===== config.mk =====
export PLATFORM = sky130hd
export DESIGN_NAME = pgen_ctrl
export DESIGN_NICKNAME = d
export VERILOG_FILES = /design/src/rtl/pgen_ctrl.sv
export SDC_FILE = /design/constraint.sdc
export NUM_CORES = 1
export LEC_CHECK = 0
export CAP_MARGIN = 10
export CORE_MARGIN = 4
export CORE_UTILIZATION = 30
export CTS_BUF_LIST = sky130_fd_sc_hd__clkbuf_8 sky130_fd_sc_hd__clkbuf_16
export DETAILED_ROUTE_END_ITERATION = 8
export PLACE_DENSITY_LB_ADDON = 0.08
export SETUP_SLACK_MARGIN = 0.5
export SLEW_MARGIN = 40
export SYNTH_ARGS = -nofsm -noshare
export SYNTH_HDL_FRONTEND = slang
export SYNTH_SLANG_ARGS = --single-unit
export TNS_END_PERCENT = 100

===== constraint.sdc =====
create_clock -name clk -period 2.87 [get_ports clk]
set_input_delay 0.861 -clock clk [delete_from_list [all_inputs] [get_ports clk]]
set_output_delay 0.861 -clock clk [all_outputs]
set_load 0.02 [all_outputs]

===== src/rtl/pgen_ctrl.sv =====
// Register-mapped controller for pulse_gen and lfsr_32: shadow registers,
// apply sequencing into the datapath, and a timed pulse acquisition window.
module pgen_ctrl #(
   parameter int P_CNT_W   = 32,
   parameter int P_WIN_DEF = 1000
) (
   input  logic        clk,
   input  logic        rst,
   input  logic [2:0]  cfg_addr,
   input  logic [31:0] cfg_wdata,
   input  logic        cfg_wr,
   input  logic        cfg_rd,
   output logic [31:0] cfg_rdata,
   output logic        cfg_rvalid,
   output logic [31:0] x_low,
   output logic        x_low_wr,
   output logic [31:0] x_high,
   output logic        x_high_wr,
   output logic [31:0] seed,
   output logic        seed_wr,
   input  logic        pulse_in,
   output logic        pulse_gated,
   output logic        busy,
   output logic        done_irq
);

   typedef enum logic [2:0] {
      S_IDLE,
      S_APPLY_SEED,
      S_APPLY_LOW,
      S_APPLY_HIGH,
      S_RUN,
      S_DONE
   } state_t;

   state_t state, state_nxt;

   logic [31:0]        sh_x_low, sh_x_high, sh_seed, window;
   logic [31:0]        remaining;
   logic [P_CNT_W-1:0] pulse_cnt, elapsed;
   logic               done_f, aborted_f, err_zero_win;
   logic [31:0]        rd_mux;

   logic ctrl_wr, start, abort_c, apply;
   logic idle_like, win_zero, last;

   assign ctrl_wr   = cfg_wr && (cfg_addr == 3'd0);
   assign start     = ctrl_wr && cfg_wdata[0];
   assign abort_c   = ctrl_wr && cfg_wdata[1];
   assign apply     = ctrl_wr && cfg_wdata[2];
   assign idle_like = (state == S_IDLE) || (state == S_DONE);
   assign win_zero  = (window == 32'd0);
   assign last      = (remaining == 32'd1);

   always_ff @(posedge clk) begin
      if (rst) state <= S_IDLE;
      else     state <= state_nxt;
   end

   always_comb begin
      state_nxt = state;
      unique case (state)
         S_IDLE, S_DONE: begin
            if (apply)                  state_nxt = S_APPLY_SEED;
            else if (start && !win_zero) state_nxt = S_RUN;
         end
         S_APPLY_SEED: state_nxt = S_APPLY_LOW;
         S_APPLY_LOW:  state_nxt = S_APPLY_HIGH;
         S_APPLY_HIGH: state_nxt = S_IDLE;
         S_RUN: begin
            if (abort_c)   state_nxt = S_IDLE;
            else if (last) state_nxt = S_DONE;
         end
         default: state_nxt = S_IDLE;
      endcase
   end

   always_comb begin
      seed_wr   = (state == S_APPLY_SEED);
      x_low_wr  = (state == S_APPLY_LOW);
      x_high_wr = (state == S_APPLY_HIGH);
      busy      = seed_wr || x_low_wr || x_high_wr || (state == S_RUN);
   end

   // Shadow registers and the buses they feed
   always_ff @(posedge clk) begin
      if (rst) begin
         sh_x_low  <= 32'd0;
         sh_x_high <= 32'd0;
         sh_seed   <= 32'hFFFF_FFFF;
         window    <= 32'(P_WIN_DEF);
         x_low     <= 32'd0;
         x_high    <= 32'd0;
         seed      <= 32'hFFFF_FFFF;
      end else begin
         if (cfg_wr) begin
            case (cfg_addr)
               3'd1:    sh_x_low  <= cfg_wdata;
               3'd2:    sh_x_high <= cfg_wdata;
               3'd3:    sh_seed   <= cfg_wdata;
               3'd4:    window    <= cfg_wdata;
               default: ;
            endcase
         end
         if (state_nxt == S_APPLY_SEED) seed   <= sh_seed;
         if (state_nxt == S_APPLY_LOW)  x_low  <= sh_x_low;
         if (state_nxt == S_APPLY_HIGH) x_high <= sh_x_high;
      end
   end

   // Acquisition window counters and status flags
   always_ff @(posedge clk) begin
      if (rst) begin
         remaining    <= 32'd0;
         pulse_cnt    <= '0;
         elapsed      <= '0;
         done_f       <= 1'b0;
         aborted_f    <= 1'b0;
         err_zero_win <= 1'b0;
         done_irq     <= 1'b0;
         pulse_gated  <= 1'b0;
      end else begin
         done_irq    <= 1'b0;
         pulse_gated <= pulse_in && (state == S_RUN);
         if (idle_like && start && !apply) begin
            if (win_zero) begin
               err_zero_win <= 1'b1;
            end else begin
               remaining <= window;
               pulse_cnt <= '0;
               elapsed   <= '0;
               done_f    <= 1'b0;
               aborted_f <= 1'b0;
            end
         end
         if (state == S_RUN) begin
            if (abort_c) begin
               aborted_f <= 1'b1;
            end else begin
               remaining <= remaining - 32'd1;
               elapsed   <= elapsed + 1'b1;
               if (pulse_in && (pulse_cnt != '1))
                  pulse_cnt <= pulse_cnt + 1'b1;
               if (last) begin
                  done_f   <= 1'b1;
                  done_irq <= 1'b1;
               end
            end
         end
      end
   end

   always_comb begin
      rd_mux = 32'd0;
      case (cfg_addr)
         3'd1:    rd_mux = sh_x_low;
         3'd2:    rd_mux = sh_x_high;
         3'd3:    rd_mux = sh_seed;
         3'd4:    rd_mux = window;
         3'd5:    rd_mux = {28'd0, err_zero_win, aborted_f, done_f, busy};
         3'd6:    rd_mux = 32'(pulse_cnt);
         3'd7:    rd_mux = 32'(elapsed);
         default: rd_mux = 32'd0;
      endcase
   end

   always_ff @(posedge clk) begin
      if (rst) begin
         cfg_rdata  <= 32'd0;
         cfg_rvalid <= 1'b0;
      end else begin
         cfg_rvalid <= cfg_rd;
         cfg_rdata  <= cfg_rd ? rd_mux : 32'd0;
      end
   end

endmodule


==> summary.txt <==
Status
  – Status: completed

Clock tree
  – Clock Pin Slew Worst Setup and Hold Paths: 0.06 ns
  – Number of buffers created by CTS: 44
  – Maximum root-to-sink buffer count: 3
  – CTS H-tree depth: 2
  – CTS tree: done
  – Root Driver: clkbuf_16
  – Clock latency on the worst-skew pair: 0.58 ns
  – Clock sinks: 361

Drt
  – DR vias/cell: 5.33
  – Avg WL per Cell: 22.8 um
  – Routed WL: 65.1 mm
  – DR iter-0 viols: 1377
  – Routed via count: 15.2k
  – Pre-Repair DR Iteration Count: 6
  – Residual DRC count: 0
  – Post-route ant nets: 0

Logic synthesis
  – Primary FF master, synth: dfxtp_1
  – Post-Syn Instances: 1878
  – Syn_area_per_cell: 8.16 um2
  – Number of synthesized flops with an enable pin: 0
  – Distinct cells, synth: 75
  – #FFs+latches synth: 361
  – Seq/Total Area, Yosys: 47.2%
  – Post-Syn Area: 0.0153 mm2
  – Yosys warning total: 0
  – FFs w/ async S/R, synth: 0%
  – Net count after synthesis: 1922

Pwr
  – Pint: 0.00887 W
  – Max IR drop VDD: 0.455 mV
  – Power Dens Cells: 551 mW/mm2
  – Clock share of power: 48.9%
  – Switch share: 24.5%
  – Combinational Power Share: 7.4%
  – Leak: 7.86 nW
  – Pwr Total: 0.0118 W
  – NetSw: 0.00288 W
  – Flop pwr share: 43.8%

Timing
  – Final setup viols: 0
  – Ratio of final minimum period to clock period: 86.9%
  – RSZ-0062 raised after global routing: yes
  – Final hold violation count: 0
  – Slew Limit Headroom: 54.9%
  – Layout Skew: 0.0356 ns
  – Fin worst setup slack: 0.376 ns
  – Tmin final: 2.49 ns
  – Worst Tran Pin Value: 0.677 ns
  – Max Clk Rate: 0.401 GHz
  – Pins Over Slew Limit: 0

Die
  – # rows: 82
  – Core Region: 0.0504 mm2
  – Die Ht: 234 um
  – I/O pin count: 175
  – DIE AREA: 0.0548 mm2
  – Initial core utilization: 30.4%
  – Die width: 234 um

Global route
  – Global Route met3 Usage: 3.12%
  – Vias in the first global route: 14.4k
  – M1 GR Usage: 32.9%
  – Initial antenna violation count: 0
  – Met2 Usage GRT: 36.2%
  – GRT Max-Usage Layer: met2
  – Largest net degree at the start of global routing: 125
  – Total gr overflow: 0
  – Global Route Usage Sum: 22.8%
  – First-pass GRT wire length: 94.5 mm

Layout
  – Leading cell type in the layout, fill and taps excluded: nand2_1
  – Share of post-route cells with drive strength above 1: 18.9%
  – Fin nets: 2197
  – Filler cells: 5075
  – Area grow syn2layout: 39.3%
  – Area of the multi-input gates: 0.00790 mm2
  – Most frequent cells in the layout: 447 x nand2_1, 343 x dfxtp_1, 199 x a21oi_1, 148 x buf_4, 126 x dlygate4sd2_1
  – Register area: 0.00725 mm2
  – # diodes: 0

Critical path
  – Critical-path maximum fanout: 6
  – CP arrival: 2.94 ns
  – Critical path data required time: 3.32 ns
  – CP Class: in -> reg
  – Slowest CP cell: or4_4
  – Max incr delay on CP: 0.56 ns
  – Startpoint types: primary input
  – CP Capture Type: flip-flop
  – CP Cell Sequence: buf_8 > or4b_4 > or4_4 > a21oi_4 > a2111oi_4 > buf_6 > buf_4 > buf_16 > mux2i_1

Place
  – Worst slack, placed: -0.584 ns
  – Number of buffers added on ports: 174
  – RD Place Congestion: 0.880
  – Post-detail-place hpwl: 45.7 mm

Min path
  – Tightest Hold Check Type: reg -> reg

Flow run
  – Max cap viols: 0
## cells in the mapped netlist (all sizes together), types with 15 or more instances
library cell | count | area share [%]
a21oi | 216 | 7.2
or4 | 25 | 1.3
mux2i | 35 | 2.3
a22oi | 91 | 4.5
nor4 | 24 | 1.1
dfxtp | 361 | 47
o21ai | 15 | 0.49
nor2 | 112 | 2.7
buf | 36 | 1.3
nand3 | 82 | 2.7
clkbuf | 114 | 2.8
a31oi | 43 | 1.8
or3 | 32 | 1.3
inv | 23 | 0.56
o211ai | 23 | 1.1
nand2 | 453 | 11
nand4 | 25 | 1.1
o311ai | 15 | 0.86
## kinds of logic (layout without fill, tap and decap cells)
kind of cell,after synthesis,count (layout),share of synthesized area (%)
compound gates,460,460,19.5
xor+xnor,21,21,1.20
fa+ha+maj,4,4,0.327
buf+inv,174,480,4.71
flops,361,361,47.2
mux,40,40,2.80
simple gates,818,818,24.4
## per-layer routing
metal	share of wire [%]	up-vias	wire length (um)
li1	-	7212	-
met1	47	7454	30500
met2	45	487	29300
met3	6.3	83	4090
met4	1.8	0	1160
met5	0	-	0
## power groups by stage
stage          clock network [W]  logic (W)  registers (W)
2_1_floorplan                  0   0.000379        0.00524
3_3_place_gp                   0   0.000805        0.00525
3_5_place_dp                   0   0.000808        0.00525
4_1_cts                  0.00587   0.000839        0.00514
5_1_grt                  0.00604   0.000918        0.00515
6_report                 0.00574   0.000865        0.00514
## path summary, 6_finish.rpt
check,startpoint,end,slack [ns],cells past startpoint
worst max-delay path,cfg_addr[2],seed[24],0.38,9
worst min-delay path,x_low[20],x_low[20],0.45,2
worst max register to register,remaining[14],remaining[28],0.38,6
worst min register to register,x_low[20],x_low[20],0.45,2
## worst max-delay path: cells and delay by family
family / cells / cell delay, ns
and+or+nand+nor: 2 / 1.09
buffers and inverters: 4 / 0.56
muxes: 1 / 0.11
AOI/OAI and AO/OA: 2 / 0.31
## what timing repair did
| action | CTS | global route |
|---|---|---|
| pin swaps | 20 | 34 |
| endpoints found under the setup margin | 332 | 119 |
| gates cloned | 7 | 5 |
| hold buffers | 0 | 0 |
| gates resized for setup | 220 | 90 |
| buffers inserted | 14 | 13 |
## final cells by class
class	count	share of cell area (%)
Clock inverter	16	0.662
Multi-Input combinational cell	1343	37.0
Sequential cell	361	34.0
Timing Repair Buffer	379	17.6
Tap cell	672	3.94
Clock buffer	61	6.36
Inverter	24	0.451
## sequential cells by signal (all words and copies together) (netlist names), 3 cells and up
| signal | cells |
|---|---|
| cfg_rdata | 32 |
| elapsed | 32 |
| pulse_cnt | 32 |
| remaining | 32 |
| seed | 32 |
| sh_seed | 32 |
| sh_x_high | 32 |
| sh_x_low | 32 |
| window | 32 |
| x_high | 32 |
| x_low | 32 |
| state | 3 |
## through the flow
stage,cells,hold slack (ns),area (um2),utilization (%),TNS [ns]
after global placement,2740,0.447,18900,37.6,-79.13
final,2856,0.448,21300,42.4,0
after global routing,2856,0.468,21300,42.4,0
after floorplan,1878,0.433,15500,-,-0.0665
after detailed placement,2740,0.449,18900,37.6,-88.16
after CTS,2838,0.455,20800,41.3,0
No activity file was read; power rests on OpenSTA's default activity.
